<file path="src/rtl/tx_serial_pkg.sv">
// tx_serial_pkg: shared parity modes, FSM encoding and frame-length helper for the serial transmitter
package tx_serial_pkg;

    localparam int PAR_NONE = 0;
    localparam int PAR_EVEN = 1;
    localparam int PAR_ODD  = 2;

    typedef enum logic [1:0] {
        REPOUSO   = 2'd0,
        CARREGA   = 2'd1,
        TRANSMITE = 2'd2,
        FINAL     = 2'd3
    } estado_t;

    function automatic int nbits(input int data_bits, input int paridade, input int stop_bits);
        return 1 + data_bits + ((paridade != PAR_NONE) ? 1 : 0) + stop_bits;
    endfunction

endpackage

</file>
<file path="src/rtl/contador_m.sv">
// contador_m: modulo-M counter with synchronous clear, flags the last count of each period
module contador_m #(
    parameter int M = 16,
    parameter int N = 4
) (
    input  logic clock,
    input  logic zera_s,
    input  logic conta,
    output logic fim
);

    logic [N-1:0] q;

    // count 0..M-1 while enabled, wrapping back to zero
    always_ff @(posedge clock) begin
        if (zera_s)
            q <= '0;
        else if (conta)
            q <= (q == N'(M - 1)) ? '0 : q + N'(1);
    end

    assign fim = (q == N'(M - 1));

endmodule

</file>
<file path="src/rtl/tx_serial_param.sv">
// tx_serial_param: parametrised async serial transmitter with a one-entry holding buffer
module tx_serial_param import tx_serial_pkg::*; #(
    parameter int CLOCK_FREQ = 50000000,
    parameter int BAUD_RATE  = 9600,
    parameter int DATA_BITS  = 8,
    parameter int PARIDADE   = PAR_ODD,
    parameter int STOP_BITS  = 1
) (
    input  logic                 clock,
    input  logic                 reset,
    input  logic                 envia,
    input  logic [DATA_BITS-1:0] dados,
    output logic                 livre,
    output logic                 ocupado,
    output logic                 pronto,
    output logic                 saida_serial,
    output logic                 db_tick,
    output logic [3:0]           db_estado,
    output logic [3:0]           db_contagem
);

    localparam int DIVISOR = (CLOCK_FREQ + BAUD_RATE / 2) / BAUD_RATE;
    localparam int NB      = nbits(DATA_BITS, PARIDADE, STOP_BITS);
    localparam int CW      = $clog2(DIVISOR);

    if (DATA_BITS < 5 || DATA_BITS > 9 || PARIDADE < PAR_NONE || PARIDADE > PAR_ODD ||
        !(STOP_BITS == 1 || STOP_BITS == 2) || DIVISOR < 2) begin : g_param_err
        $error("tx_serial_param: illegal parameter combination");
    end

    estado_t              estado;
    logic                 cheio;
    logic [DATA_BITS-1:0] buf_dados;
    logic                 buf_par;
    logic [NB-1:0]        shift_reg;
    logic [NB-1:0]        quadro;
    logic [3:0]           indice;
    logic                 tick;

    contador_m #(.M(DIVISOR), .N(CW)) u_tick (
        .clock  (clock),
        .zera_s (reset || estado == CARREGA),
        .conta  (estado == TRANSMITE),
        .fim    (tick)
    );

    // holding buffer: capture a character and its parity when empty, release it on load
    always_ff @(posedge clock) begin
        if (reset) begin
            cheio <= 1'b0;
        end else if (envia && !cheio) begin
            cheio     <= 1'b1;
            buf_dados <= dados;
            buf_par   <= (^dados) ^ (PARIDADE == PAR_ODD);
        end else if (estado == CARREGA) begin
            cheio <= 1'b0;
        end
    end

    // frame image, start bit in bit 0; stop bits fill everything above data/parity
    always_comb begin
        quadro = {{(NB - DATA_BITS - 1){1'b1}}, buf_dados, 1'b0};
        quadro[DATA_BITS + 1] = (PARIDADE != PAR_NONE) ? buf_par : 1'b1;
    end

    // control FSM; the line is bit 0 of a shift register that idles all-ones
    always_ff @(posedge clock) begin
        if (reset) begin
            estado    <= REPOUSO;
            shift_reg <= '1;
            indice    <= '0;
            pronto    <= 1'b0;
        end else begin
            pronto <= 1'b0;
            case (estado)
                REPOUSO: begin
                    if (cheio)
                        estado <= CARREGA;
                end
                CARREGA: begin
                    shift_reg <= quadro;
                    indice    <= '0;
                    estado    <= TRANSMITE;
                end
                TRANSMITE: begin
                    if (tick) begin
                        shift_reg <= {1'b1, shift_reg[NB-1:1]};
                        indice    <= indice + 4'd1;
                        if (indice == 4'(NB - 1)) begin
                            estado <= FINAL;
                            pronto <= 1'b1;
                        end
                    end
                end
                FINAL: begin
                    estado <= cheio ? CARREGA : REPOUSO;
                end
            endcase
        end
    end

    assign livre        = !cheio;
    assign ocupado      = (estado != REPOUSO);
    assign saida_serial = shift_reg[0];
    assign db_tick      = tick;
    assign db_estado    = {2'b00, estado};
    assign db_contagem  = indice;

endmodule

</file>
<file path="config.mk">
export PLATFORM = sky130hd
export DESIGN_NAME = tx_serial_param
export DESIGN_NICKNAME = d
export VERILOG_FILES = /design/src/rtl/tx_serial_pkg.sv /design/src/rtl/contador_m.sv /design/src/rtl/tx_serial_param.sv
export SDC_FILE = /design/constraint.sdc
export NUM_CORES = 1
export LEC_CHECK = 0
export BUFFER_PORTS_ARGS = -buffer_cell sky130_fd_sc_hd__buf_2
export CAP_MARGIN = 20
export CORE_MARGIN = 1.5
export CORE_UTILIZATION = 60
export DETAILED_ROUTE_END_ITERATION = 12
export PLACE_DENSITY = 0.82
export SYNTH_ARGS = -nofsm -noshare
export SYNTH_HDL_FRONTEND = slang
export SYNTH_SLANG_ARGS = --single-unit
</file>
<file path="constraint.sdc">
create_clock -name clock -period 5.3 [get_ports clock]
set_input_delay 1.06 -clock clock [delete_from_list [all_inputs] [get_ports clock]]
set_output_delay 1.06 -clock clock [all_outputs]
set_load 0.01 [all_outputs]
</file>
* After elaboration in Yosys (flattened, before gate mapping)
Cells that the tools add are included.
Operators by class: add/subtract/negate cells 2, eq/ne operators 8, multiplexer cells 13, bitwise gates (word level) 4, reduce and logical (&&, ||, !) cells 12
Operators with widths (number):
- $pmux 11 s2 | 1
- $add 13x1->13 const B | 1
- $eq 13x13->1 const B | 1
- $mux 13 | 1
- $mux 11 | 1
- $pmux 2 s4 | 1
- $pmux 4 s2 | 1
- $reduce_xor 8->1 | 1
- $mux 2 | 3
- $ne 2x2->1 const B | 3
- $reduce_bool 2->1 | 3
- $add 4x1->4 const B | 1
- $eq 2x2->1 const B | 2
- $eq 4x4->1 const B | 1
- $mux 1 | 4
- $mux 4 | 1
- $not 1->1 | 4
- $reduce_and 2->1 | 2
- $reduce_and 3->1 | 1
- $reduce_or 3->1 | 1
- $eq 2x1->1 const B | 1
- $logic_not 2->1 | 1
- $logic_and 1x1->1 | 1
- $logic_not 1->1 | 1
- $logic_or 1x1->1 | 1
Word-level totals: flip-flop bits (word level) 41, output and inout port bits 13

* Longest topological paths before layout
Gate-level depths: netlist of the first run.
depth in word-level cells 4, gate-level depth with buffers 7

* Modules after synthesis
A second synthesis of the first run with hierarchy kept.
Unflattened totals: cells, all modules 197, area, all modules 1889.3 µm²
Modules (own cells, without submodules):
- tx_serial_param | times used 1, cells each 129, area each 1288.7 µm², seq. area each 630.6 µm²
- contador_m | times used 1, cells each 68, area each 600.6 µm², seq. area each 260.2 µm²

* Worst setup path after synthesis of the first run
Ideal clock, no wire load.
kind in2reg, from input reset, to register buf_dados[0] (enable), setup time 389 ps, arrival time 2197 ps, required time 4911 ps, setup slack 2714 ps, stages 3, buffers on the path 2, cell sequence clkbuf_1 clkbuf_1 nor3b_1
Between the ends: longest elaborated chain between the ends 2
RTL lines:
- start, declared | line tx_serial_param.sv:10 | input logic reset,
- $not 1->1 (no source line)
- $reduce_and 2->1 (no source line)
- end signal, assigned | line tx_serial_param.sv:53 | buf_dados <= dados;
- end, declared | line tx_serial_param.sv:33 | logic [DATA_BITS-1:0] buf_dados;
Every way passes these cells. A chain may end at the register's enable or synchronous reset.

* Final worst setup path of the first run
from register u_tick.q[0], to output db_tick
Between the ends: longest elaborated chain between the ends 1
RTL lines:
- start, declared | line contador_m.sv:12 | logic [N-1:0] q;
- start signal, assigned | line contador_m.sv:19 | q <= (q == N'(M - 1)) ? '0 : q + N'(1);
- $eq 13x13->1 | line contador_m.sv:22 | assign fim = (q == N'(M - 1));
- end, declared | line tx_serial_param.sv:17 | output logic db_tick,
Every way passes these cells.

==> impl.org, run 1 <==
** Critical path
- Element type at the critical path end :: output port
- Along the worst path, the maximum fanout reaches 6.
- The number of buffers and inverters on the critical path is 1.
- The kind of cell with the highest combined delay along the critical path is simple AND/OR/NAND/NOR gates.
- Kind of start point of the critical path :: flip-flop
- Traced cell by cell, the critical path runs through ha_1, and4b_1, and3_2, buf_2.
- End of the worst register-to-register path :: estado[0]
- For the worst flop-to-flop path, the logic depth is 6.
- STA puts the critical path data arrival time at 1760 ps.
- The critical path in this run is classified as flip-flop to output port.
- On the worst path, the slowest cell contributes a delay of 410 ps.
- The worst register-to-register path has a setup slack of 2980 ps.
- At the worst endpoint, the required time is 4240 ps.
- For this design, the slowest cell found on the critical path is sky130_fd_sc_hd__dfxtp_1.
- In this run the critical register-to-register path is launched from estado[0].

** Floorplan
- For this configuration, the core starts out at a cell density of 63.5%.
- The core region is 3050 um^2.
- Chip width :: 59.8 um
- The floorplan has 20 rows.
- During I/O placement, the number of pins put on the boundary was 24.
- Die Height :: 59.8 um
- The floorplan step defined a die boundary enclosing 3580 um^2.

** Yosys
- Synth Area per Inst :: 9.84 um^2
- Sequential share of the synthesized area :: 46.0%
- Number of distinct library cells after synthesis :: 43
- Synth async-reset ratio :: 0%
- Gate count of the mapped netlist :: 197
- The synthesized design contains 40 register bits.
- Yosys printed 0 warnings.
- Post-synth EDFFs :: 9
- Largest area contributor in the netlist :: sky130_fd_sc_hd__dfxtp_1
- Of the post-synthesis cell area, the dominant cell type holds 32.0%.
- Top cells by area, synth :: sky130_fd_sc_hd__dfxtp_1, sky130_fd_sc_hd__edfxtp_1, sky130_fd_sc_hd__xnor2_1, sky130_fd_sc_hd__ha_1, sky130_fd_sc_hd__a211oi_1
- For this run, the leading register cell type out of synthesis is sky130_fd_sc_hd__dfxtp_1.
- The cell area that synthesis handed to floorplanning was 1940 um^2.

** Min path
- Worst hold path startpoint :: shift_reg[0]
- The path with the worst hold slack has its endpoint at shift_reg[0].
- The worst hold path passes through 2 cells.
- Path category of the worst min-delay check :: flip-flop to flip-flop

** Timing
- The worst pin sits at a relative slew slack of 52.2%.
- The worst path needs 2820 ps of the cycle, external delays included.
- Max frequency :: 354 MHz
- For the final routed database, the setup TNS stands at 0 ps.
- The final number of hold-violating endpoints was 0.
- The tightest hold path in the finished design has a slack of 482 ps.
- # setup viols final :: 0
- Clock skew :: 11.5 ps
- In the finished design, the share of the clock period the worst path needs comes to 53.2%.
- Actual slew at the worst max-slew pin :: 717 ps
- RSZ-0062 raised after global routing :: false
- The max-slew violation count is 0.

** Run status
- Outcome :: finished clean

** Routing
- For this run, the detailed router's first-pass iteration total came to 5.
- Vias per inst :: 5.67
- DRC errors left :: 0
- Residual antenna-violating net count after detailed routing :: 0
- Total wire length after detailed routing :: 3620 um
- In the final routed layout, each cell accounts on average for 13.9 um.
- For this block, the initial DRC count from the detailed router was 99.
- Via count :: 1479

** Placement
- During placement, the flow inserted port buffers numbering 21.
- Global placement routability congestion :: 0.835
- Detailed Place HPWL :: 2530 um

** Clock tree
- The H-tree was split into 2 levels.
- In this run, CTS created clock tree buffers numbering 5.
- In this run the post-CTS setup repair buffer count came out at 0.
- Root Driver :: sky130_fd_sc_hd__clkbuf_4
- TritonCTS built the clock tree.
- The number of hold buffers added after CTS was 0.
- For the worst-skew pair, the clock arrives at the later sink with an insertion delay of 360 ps.
- Maximum clock path buffer count :: 2
- Clock-pin slew was measured on the worst setup and hold paths at 130 ps.
- The number of gates resized after CTS was 0.
- Number of clock sinks :: 40

** Power
- Power density normalized to cell area :: 394 nW/um^2
- Max VDD drop :: 301 uV
- Leakage component of the power :: 0.808 nW
- Power comes to 0.844 mW.

** Global routing
- Wire length of the first global-routing pass :: 6190 um
- Vias in the first global route :: 1376
- Summed over all layers, the global routing overflow is 0.
- Global routing used 23.4% of the available tracks across all layers.
- The number of antenna violations at the first check in global routing came to 0.
- Pin count of the biggest net entering global routing :: 33

** Run
- Across the run, the number of max-cap violations was 0.

** Layout
- The repair_antennas step left the layout with diodes totalling 0.
- The post-route netlist has 17.5% of its cells at a drive strength greater than 1.
- Leaving out fill and tap cells, the most frequent cell in the layout is sky130_fd_sc_hd__dfxtp_1.
- Most frequent cells in the layout :: sky130_fd_sc_hd__dfxtp_1, sky130_fd_sc_hd__buf_2, sky130_fd_sc_hd__nor2_1
- The final layout contains 235 nets.
- The register with the most flip-flops in the layout has 13 of them.
- Layout area overhead :: 10.4%
[worst max path at each step]
stage | from | end | slack (ps) | cells after the start
2_1_floorplan | reset | buf_dados[0] | 2710 | 3
3_3_place_gp | reset | buf_dados[4] | 2680 | 2
3_5_place_dp | reset | buf_dados[5] | 2620 | 2
4_1_cts | u_tick.q[0] | db_tick | 2480 | 4
5_1_grt | u_tick.q[0] | db_tick | 2390 | 4
6_report | u_tick.q[0] | db_tick | 2480 | 4
[cell families (layout without fill, tap and decap cells)]
logic type,after synthesis,count (layout),share of synthesized area [%]
buf+inv,18,37,4.00
simple gates,78,78,23.7
xor+xnor,19,19,8.59
compound gates,32,32,11.9
mux,1,1,0.516
other cells,1,2,0.193
fa+ha+maj,8,8,5.16
flops,40,40,46.0
[per-stage QoR]
step,util [%],setup WS [ps],std cells,cell area [um^2]
2_1_floorplan,-,2710,198,1940
3_3_place_gp,67.2,2680,252,2050
3_5_place_dp,67.2,2620,252,2050
4_1_cts,69.9,2480,260,2130
5_1_grt,70.1,2390,261,2140
6_report,70.1,2480,261,2140
[worst register-to-register path: stages, from the launching register on]
cell                        delay [ps]
sky130_fd_sc_hd__dfxtp_1           370
sky130_fd_sc_hd__inv_1             150
sky130_fd_sc_hd__ha_1              640
sky130_fd_sc_hd__inv_1             390
sky130_fd_sc_hd__a41oi_2           350
sky130_fd_sc_hd__a2111oi_0         110
sky130_fd_sc_hd__a211oi_1          230
[routing by layer]
layer | up-vias | part of all wire [%] | global-route usage [%]
met1 | 698 | 43 | 28.3
li1 | 744 | - | -
met3 | 4 | 4.0 | 7.14
met2 | 33 | 52 | 39.6
met5 | - | 0 | 0
met4 | 0 | 1.1 | 7.62
[cell usage after synthesis, types with 2 or more instances]
| library cell | count |
|---|---|
| sky130_fd_sc_hd__nor3b_1 | 3 |
| sky130_fd_sc_hd__nor4_1 | 2 |
| sky130_fd_sc_hd__clkbuf_1 | 7 |
| sky130_fd_sc_hd__inv_1 | 7 |
| sky130_fd_sc_hd__buf_2 | 2 |
| sky130_fd_sc_hd__a211oi_1 | 11 |
| sky130_fd_sc_hd__nand4_1 | 8 |
| sky130_fd_sc_hd__xnor2_1 | 12 |
| sky130_fd_sc_hd__nand2b_1 | 3 |
| sky130_fd_sc_hd__nor2_1 | 18 |
| sky130_fd_sc_hd__and3_2 | 2 |
| sky130_fd_sc_hd__a21oi_1 | 9 |
| sky130_fd_sc_hd__and2_1 | 8 |
| sky130_fd_sc_hd__dfxtp_1 | 31 |
| sky130_fd_sc_hd__and4b_1 | 2 |
| sky130_fd_sc_hd__nor2b_1 | 3 |
| sky130_fd_sc_hd__o21ai_0 | 3 |
| sky130_fd_sc_hd__xor2_1 | 7 |
| sky130_fd_sc_hd__nor3_1 | 12 |
| sky130_fd_sc_hd__buf_4 | 2 |
| sky130_fd_sc_hd__nand3_1 | 3 |
| sky130_fd_sc_hd__nand2_1 | 5 |
| sky130_fd_sc_hd__or3_1 | 2 |
| sky130_fd_sc_hd__ha_1 | 8 |
| sky130_fd_sc_hd__edfxtp_1 | 9 |
[final cells by class]
cell class                      instances  area [um^2]
Sequential cell                        40          891
Clock buffer                            5         37.5
Timing Repair Buffer                   22          110
Tap cell                               44         55.1
Inverter                                7         26.3
Clock inverter                          3         46.3
Multi-Input combinational cell        140          973
Fill cell                             261          913
[where the power goes]
group          total, mW  leakage [nW]  internal, mW  switching [mW]
logic              0.249         0.431         0.100           0.148
registers          0.385         0.335         0.356          0.0295
clock network      0.210        0.0418         0.101           0.109
Power figures use the tool's default switching activity.
==> run 2, diff against run 1 <==
CORE_UTILIZATION = 57   (was 60)
PLACE_DENSITY = 0.79   (was 0.82)
clock period = 2.76 ns   (was 5.3 ns; I/O delays follow)
==> run 2 against run 1 <==
  * First-iteration DRC count increased by 11%
  * Sequential share of layout area increased by 0.59 points
  * Total power increased by 77%
  * Final cell count unchanged
  * Clock power increased by 35%
  * Critical path depth unchanged
  * Wire length decreased by 0.72%
  * Non-clock buffer count unchanged
  * Largest cell class unchanged
  * Largest power group unchanged
==> impl.org, run 2 (synthesis gave the netlist of run 1 again) <==
** Run
- # Max-Cap Violations :: 0

** Floorplan
- The initial utilization of the core area, before any placement, comes to 61.5%.
- DIE AREA :: 3760 um^2
- Chip width :: 61.3 um
- Number of primary I/O pins :: 24
- The total area inside the core boundary comes to 3150 um^2.
- In this run the vertical extent of the chip is 61.3 um.
- The floorplan has 20 rows.

** Critical path
- Kind of start point of the critical path :: flip-flop
- For the worst flop-to-flop path, the logic depth is 6.
- In this run the worst setup path begins at u_tick.q[0].
- Startpoint-to-endpoint class of the critical path :: flip-flop to output port
- The endpoint identified for the worst register-to-register timing path is estado[0].
- Arrival time reported for the critical path endpoint :: 1780 ps
- Worst setup slack for register-to-register paths :: 460 ps
- Critical register-to-register path startpoint :: estado[0]
- STA classifies the critical path endpoint as an output port.
- Required time at the worst-slack endpoint :: 2210 ps
- Along the worst path, the maximum fanout reaches 6.

** Routing
- The final route contains 1464 vias.
- Once detail routing completed, the nets flagged for antenna violations numbered 0.
- Total wire length after detailed routing :: 3590 um
- DRC errors left :: 0
- After detailed routing, the average wire length per cell comes to 13.8 um.
- Number of violations reported at the end of detailed-routing iteration 0 :: 110
- Total iterations of the first detailed-routing run :: 4
- Dividing the detail-routed via count by the number of cells gives 5.61.

** Power
- Sw Pwr :: 0.523 mW
- Total chip power :: 1.49 mW
- Sequential cells account for 49.5% of the total power.
- Max VDD drop :: 459 uV
- In this run switching power makes up 35.1% of total power.
- Of the total power, combinational logic draws 31.4%.
- Power density normalized to cell area :: 706 nW/um^2
- Leakage component of the power :: 0.799 nW
- Relative contribution of the clock network to total power :: 19.1%
- Cell-internal power :: 0.967 mW

** Layout
- Fraction of layout cells with a size suffix above 1 :: 17.1%
- # fillers :: 273
- Measured on the finished design, the core utilization comes to 66.9%.
- Number of nets in the layout :: 235
- Most frequent cells in the layout :: sky130_fd_sc_hd__dfxtp_1, sky130_fd_sc_hd__buf_2, sky130_fd_sc_hd__nor2_1
- Number of diodes :: 0
- Most common library cell in the layout ignoring fill and taps :: sky130_fd_sc_hd__dfxtp_1
- Relative to the synthesized area, the layout overhead comes to 8.84%.
- The register with the most flip-flops in the layout has 13 of them.

** Global routing
- Entering global routing, the biggest net connects 33 pins.
- The number of antenna violations at the first check in global routing was 0.
- GR Overflow Total :: 0
- Overall global routing resource usage :: 22.2%
- Vias in the first global route :: 1365
- The first global-routing pass estimated 6010 um of wire.

** Clock tree
- Number of instances resized during post-cts repair :: 0
- Clock transition at the register clock pins on the worst setup and hold paths after CTS :: 120 ps
- Clock insertion delay at the later pin of the skew report :: 350 ps
- Maximum clock path buffer count :: 2
- The H-tree was split into 2 levels.
- Number of clock sinks :: 40
- Hold repair after CTS inserted 0 buffers.
- In this run, CTS created clock tree buffers numbering 5.
- In this run the clock root is driven by a sky130_fd_sc_hd__clkbuf_4.
- Buffers added to address setup during post-CTS repair amount to 0.
- TritonCTS clock tree :: yes

** Min path
- Worst hold path startpoint :: dados[4]
- The worst hold path belongs to the class input port to flip-flop.
- For hold timing, the worst endpoint is buf_dados[4].
- Worst hold path stage count :: 1

** Timing
- Setup Total Neg Slack :: 0 ps
- Fin. max-slew vios :: 0
- The final number of hold-violating endpoints was 0.
- Shortest clock period the worst path allows after layout :: 2330 ps
- Derived from the worst setup path, the maximum achievable clock frequency is 429 MHz.
- Of the available clock period, the critical path in the final layout requires 84.5%.
- # setup viols final :: 0
- Setup repair after global routing left no endpoint under its margin.
- Between clock sinks in the finished design, the worst skew comes to 11.6 ps.
- Actual slew at the worst max-slew pin :: 679 ps
- Measured against its own limit, the worst slew margin works out to 54.7%.

** Run status
- Outcome :: finished clean

** Placement
- Detailed Place HPWL :: 2520 um
- Buffers added on ports :: 21
- The congestion estimate from routability-driven global placement came to 0.781.
[run 2: changes by cell type in the layout (fill, tap and decap cells not counted), sizes merged]
cell	previous run	this run
clkinv	0	3
bufinv	1	0
clkinvlp	1	0
inv	8	7
[run 2: how the worst max path moves through the flow]
stage / to / slack [ps] / depth (start not counted)
2_1_floorplan: buf_dados[0] / 680 / 3
3_3_place_gp: estado[1] / 670 / 6
3_5_place_dp: estado[0] / 540 / 6
4_1_cts: db_tick / 440 / 4
5_1_grt: estado[0] / 250 / 6
6_report: db_tick / 430 / 4
[run 2: stage by stage]
stage	instances	instance area [um^2]	hold WS, ps	setup WS [ps]
2_1_floorplan	198	1940	440	682
3_3_place_gp	253	2060	454	667
3_5_place_dp	253	2060	468	542
4_1_cts	261	2110	375	439
5_1_grt	261	2110	362	254
6_report	261	2110	390	428
[run 2: routing by layer]
| layer | vias to the layer above | GRT usage, % | part of all wire, % |
|---|---|---|---|
| li1 | 743 | - | - |
| met3 | 5 | 7.56 | 3.8 |
| met1 | 683 | 26.9 | 45 |
| met4 | 0 | 6.52 | 1.3 |
| met5 | - | 0 | 0 |
| met2 | 33 | 37.4 | 50 |
[run 2: layout make-up]
type                    instances  area [um^2]  area share (%)
well taps                      44         55.1            2.61
clock inverters                 3         13.8           0.652
inverters                       7         26.3            1.25
multi-input cells             140          973            46.1
clock buffers                   5         37.5            1.78
flip-flops and latches         40          891            42.2
repair buffers                 22          113            5.34
[run 2: critical path: stages, from the launching register on]
cell and delay (ps):
sky130_fd_sc_hd__dfxtp_1 410, sky130_fd_sc_hd__ha_1 270, sky130_fd_sc_hd__and4b_1 370, sky130_fd_sc_hd__and3_2 250
sky130_fd_sc_hd__buf_2 130
[run 2: power by group through the flow]
stage	registers (mW)	clock network, mW	logic [mW]
2_1_floorplan	0.748	0	0.361
3_3_place_gp	0.744	0	0.440
3_5_place_dp	0.753	0	0.461
4_1_cts	0.739	0.293	0.465
5_1_grt	0.748	0.319	0.526
6_report	0.738	0.284	0.468
==> run 3, diff against run 2 <==
ABC_AREA = 1   (was unset)
PLACE_DENSITY = 0.78   (was 0.79)
clock period = 2.28 ns   (was 2.76 ns; I/O delays follow)
==> run 3 against run 2 <==
  * Final cell count grew 30%
  * Wire length up 5.4%
  * Clock-buffer cell count up 2
==> impl.org, run 3 <==
** Run status
- The run finished with clean final reports.

** Critical path
- Worst path max stage delay :: 390 ps
- The worst register-to-register path has a setup slack of 360 ps.
- The worst register-to-register path ends at u_tick.q[4].
- The startpoint identified for the worst register-to-register timing path is estado[0].
- Startpoint-to-endpoint class of the critical path :: flip-flop to output port
- Among cell families on the critical path, the largest total delay comes from flip-flops.
- Required time at the worst-slack endpoint :: 1820 ps
- The worst register-to-register path has a depth of 7.
- STA classifies the critical path startpoint as a flip-flop.
- Worst-path fanout max :: 5
- Cell breakdown of the critical path :: ha_1, nand2_2, nor2_1, nand3_1, inv_1, buf_2
- Data on the critical path arrives at its endpoint at 1520 ps.
- The worst setup path is captured at an output port.
- The critical path contains buffers and inverters numbering 2 combined.
- Slowest library cell on the worst path :: sky130_fd_sc_hd__dfxtp_1

** Floorplan
- Number of primary I/O pins :: 24
- Number of cell rows :: 21
- Chip width :: 63.2 um
- Die Height :: 63.2 um
- Once the floorplan was initialized, standard cells occupied 60.5% of the core.
- The region available for standard cell placement spans 3420 um^2.
- The die covers 4000 um^2.

** Timing
- The final number of hold-violating endpoints was 0.
- Setup Total Neg Slack :: 0 ps
- Clock skew on the completed layout was measured at 3.79 ps.
- Headroom to the max-slew limit :: 66.2%
- Ratio of final minimum period to clock period :: 86.5%
- # setup viols final :: 0
- Based on the critical path, the design can be clocked at up to 507 MHz.
- Fin. max-slew vios :: 0
- The clock period could shrink to 1970 ps.
- Setup repair after global routing left no endpoint under its margin.
- Actual slew at the worst max-slew pin :: 507 ps

** Clock tree
- CTS saw 40 sinks.
- Number of buffers inserted by hold repair at cts :: 0
- After clock tree synthesis, the repair step resized 0 gates.
- Clock-pin slew was measured on the worst setup and hold paths at 110 ps.
- TritonCTS Buffers :: 5
- Root Driver :: sky130_fd_sc_hd__clkbuf_4
- TritonCTS clock tree :: yes
- Maximum level of the CTS H-tree :: 2
- Number of setup buffers added after CTS :: 0
- The clock reaches the later pin of the worst-skew pair after 340 ps.
- Maximum clock path buffer count :: 2

** Yosys
- By area the synthesized netlist is led by sky130_fd_sc_hd__dfxtp_1, sky130_fd_sc_hd__edfxtp_1, sky130_fd_sc_hd__nand2_1, sky130_fd_sc_hd__nand3_1, sky130_fd_sc_hd__nor2_1.
- Number of distinct library cells after synthesis :: 31
- Post-synthesis instance area :: 2070 um^2
- By count the netlist is led by sky130_fd_sc_hd__nand2_1, sky130_fd_sc_hd__nand3_1, sky130_fd_sc_hd__nor2_1.
- Top-count cell post-synth :: sky130_fd_sc_hd__nand2_1
- Most instantiated flip-flop cell in the synthesis netlist :: sky130_fd_sc_hd__dfxtp_1
- The synthesized design spends more area on one cell type than any other, namely sky130_fd_sc_hd__dfxtp_1.
- Flip-flop and latch count after synthesis :: 40
- Fraction of synthesized cell area taken by the top area cell type :: 30.0%
- Synth Area per Inst :: 7.75 um^2
- Gate count of the mapped netlist :: 267
- Post-synth EDFFs :: 9
- Yosys printed 0 warnings.
- Sequential share of the synthesized area :: 43.1%
- Of all flip-flops after synthesis, the portion carrying an async set or reset was 0%.

** Power
- Switching part of the total :: 35.2%
- For this design the static power due to leakage is 1.01 nW.
- Combinational logic burns 32.5% of the power.
- Sequential group share of total power :: 49.1%
- Cell-internal power :: 1.19 mW
- In this run the power density over the cells is 812 nW/um^2.
- The analysis attributes to net switching a power of 0.646 mW.
- Max VDD drop :: 469 uV
- Relative contribution of the clock network to total power :: 18.4%

** Layout
- Max reg flops :: 13
- The finished cells cover 2260 um^2.
- Number of nets in the layout :: 310
- 0 antenna diodes ended up in the layout.
- In the layout the commonest cells are sky130_fd_sc_hd__nand2_1, sky130_fd_sc_hd__nor2_1, sky130_fd_sc_hd__nand3_1.
- In the final layout, the share of cells above drive strength 1 is 16.4%.
- The layout has 311 filler cells.
- Compared with the post-synthesis result, the final layout area differs by 9.20%.
- Most common library cell in the layout ignoring fill and taps :: sky130_fd_sc_hd__nand2_1

** Routing
- For this block, the via count after detailed routing is 1711.
- Vias per inst :: 5.06
- The pre-antenna-repair detailed-routing pass consisted of 4 iterations.
- For this run, design rule violations remaining after detail routing come to 0.
- Dividing the detail-routed wire length by the instance count gives 11.2 um.
- Number of violations reported at the end of detailed-routing iteration 0 :: 108
- The routed design has 3790 um of wire.
- Once detail routing completed, the nets flagged for antenna violations numbered 0.

** Min path
- Worst hold path stage count :: 1
- Worst hold path startpoint :: dados[7]
- The min-delay analysis places its worst path in the category input port to flip-flop.
- WHS Endpoint :: buf_dados[7]

** Global routing
- Wire length of the first global-routing pass :: 6620 um
- For this run, the total global-route usage over all layers was measured as 21.2%.
- Vias in the first global route :: 1515
- Pin count of the biggest net entering global routing :: 14
- Antenna violations before repair :: 0
- GR Overflow Total :: 0

** Run
- Max-cap violations in this run came to 0.

** Placement
- At the end of routability-driven placement, the weighted congestion stood at 0.857.
- Port buffering added 21 buffers.
- After detailed placement, the total cell area comes to 2210 um^2.
- Detailed Place HPWL :: 2850 um
run 3: cell count changes after synthesis, sizes merged, moves of 5 or more:
| cell | before | now |
|---|---|---|
| nand2 | 5 | 69 |
| nand3 | 3 | 33 |
| inv | 7 | 31 |
| nor2 | 18 | 37 |
| a211oi | 11 | 0 |
| and2 | 9 | 0 |
| nor3 | 12 | 4 |
| xnor2 | 12 | 5 |
| clkbuf | 7 | 2 |
| nand4 | 8 | 3 |
run 3: worst max-delay path by stage:
stage                startpoint              to  slack, ps  depth (start not counted)
finish              u_tick.q[1]         db_tick        310                          6
global route        u_tick.q[1]         db_tick        190                          6
CTS                 u_tick.q[1]         db_tick        290                          6
detailed placement    estado[0]     u_tick.q[4]        380                          7
global placement      estado[0]  db_contagem[1]        520                          7
floorplan             estado[0]    shift_reg[1]        710                          8
run 3: metrics by stage:
step / cells / total power, mW / setup WS, ps / hold slack, ps / utilization [%]
final: 338 / 1.83 / 307 / 303 / 66.1
after global routing: 338 / 1.98 / 190 / 279 / 66.1
after CTS: 338 / 1.85 / 287 / 282 / 66.1
after detailed placement: 330 / 1.51 / 376 / 438 / 64.7
after global placement: 330 / 1.50 / 517 / 437 / 64.7
after floorplan: 268 / 1.36 / 711 / 429 / -
run 3: cell type report:
| class | instances | area [um^2] | area share (%) |
|---|---|---|---|
| clock inverter | 1 | 5.00 | 0.222 |
| sequential | 40 | 891 | 39.4 |
| multi-input combinational | 188 | 1010 | 44.7 |
| clock buffer | 7 | 45.0 | 1.99 |
| inverter | 31 | 116 | 5.15 |
| timing repair buffer | 25 | 135 | 5.98 |
| tap | 46 | 57.6 | 2.55 |
run 3: power by group through the flow:
stage               combinational [mW]  sequential [mW]  clock, mW
floorplan                        0.444            0.911          0
global placement                 0.580            0.915          0
detailed placement               0.594            0.917          0
CTS                              0.599            0.901      0.353
global route                     0.685            0.913      0.378
finish                           0.596            0.901      0.338
run 3: worst reg2reg max path, cell delays in order, from the launching register on:
cell and delay [ps]:
sky130_fd_sc_hd__dfxtp_1 390, sky130_fd_sc_hd__inv_1 130, sky130_fd_sc_hd__ha_1 490, sky130_fd_sc_hd__inv_1 170, sky130_fd_sc_hd__buf_4 220, sky130_fd_sc_hd__nor2_1 160, sky130_fd_sc_hd__a21oi_1 90, sky130_fd_sc_hd__nor3_1 200
run 3: metal layers:
metal	up-vias	track usage [%]	part of all wire (%)
li1	893	-	-
met4	0	8.15	1.6
met3	6	5.36	4.1
met1	777	28.1	49
met2	35	33.4	46
met5	-	0	0
run 3: cell families (layout without fill, tap and decap cells):
| logic type | count (synthesis) | in the layout | synth area share [%] |
|---|---|---|---|
| AOI/OAI and AO/OA | 16 | 16 | 4.60 |
| and+or+nand+nor | 148 | 148 | 33.0 |
| adders and majority gates | 8 | 8 | 4.84 |
| xor gates and xnor gates | 14 | 14 | 5.93 |
| buffers and inverters | 40 | 64 | 8.35 |
| other | 1 | 2 | 0.181 |
| DFF | 40 | 40 | 43.1 |
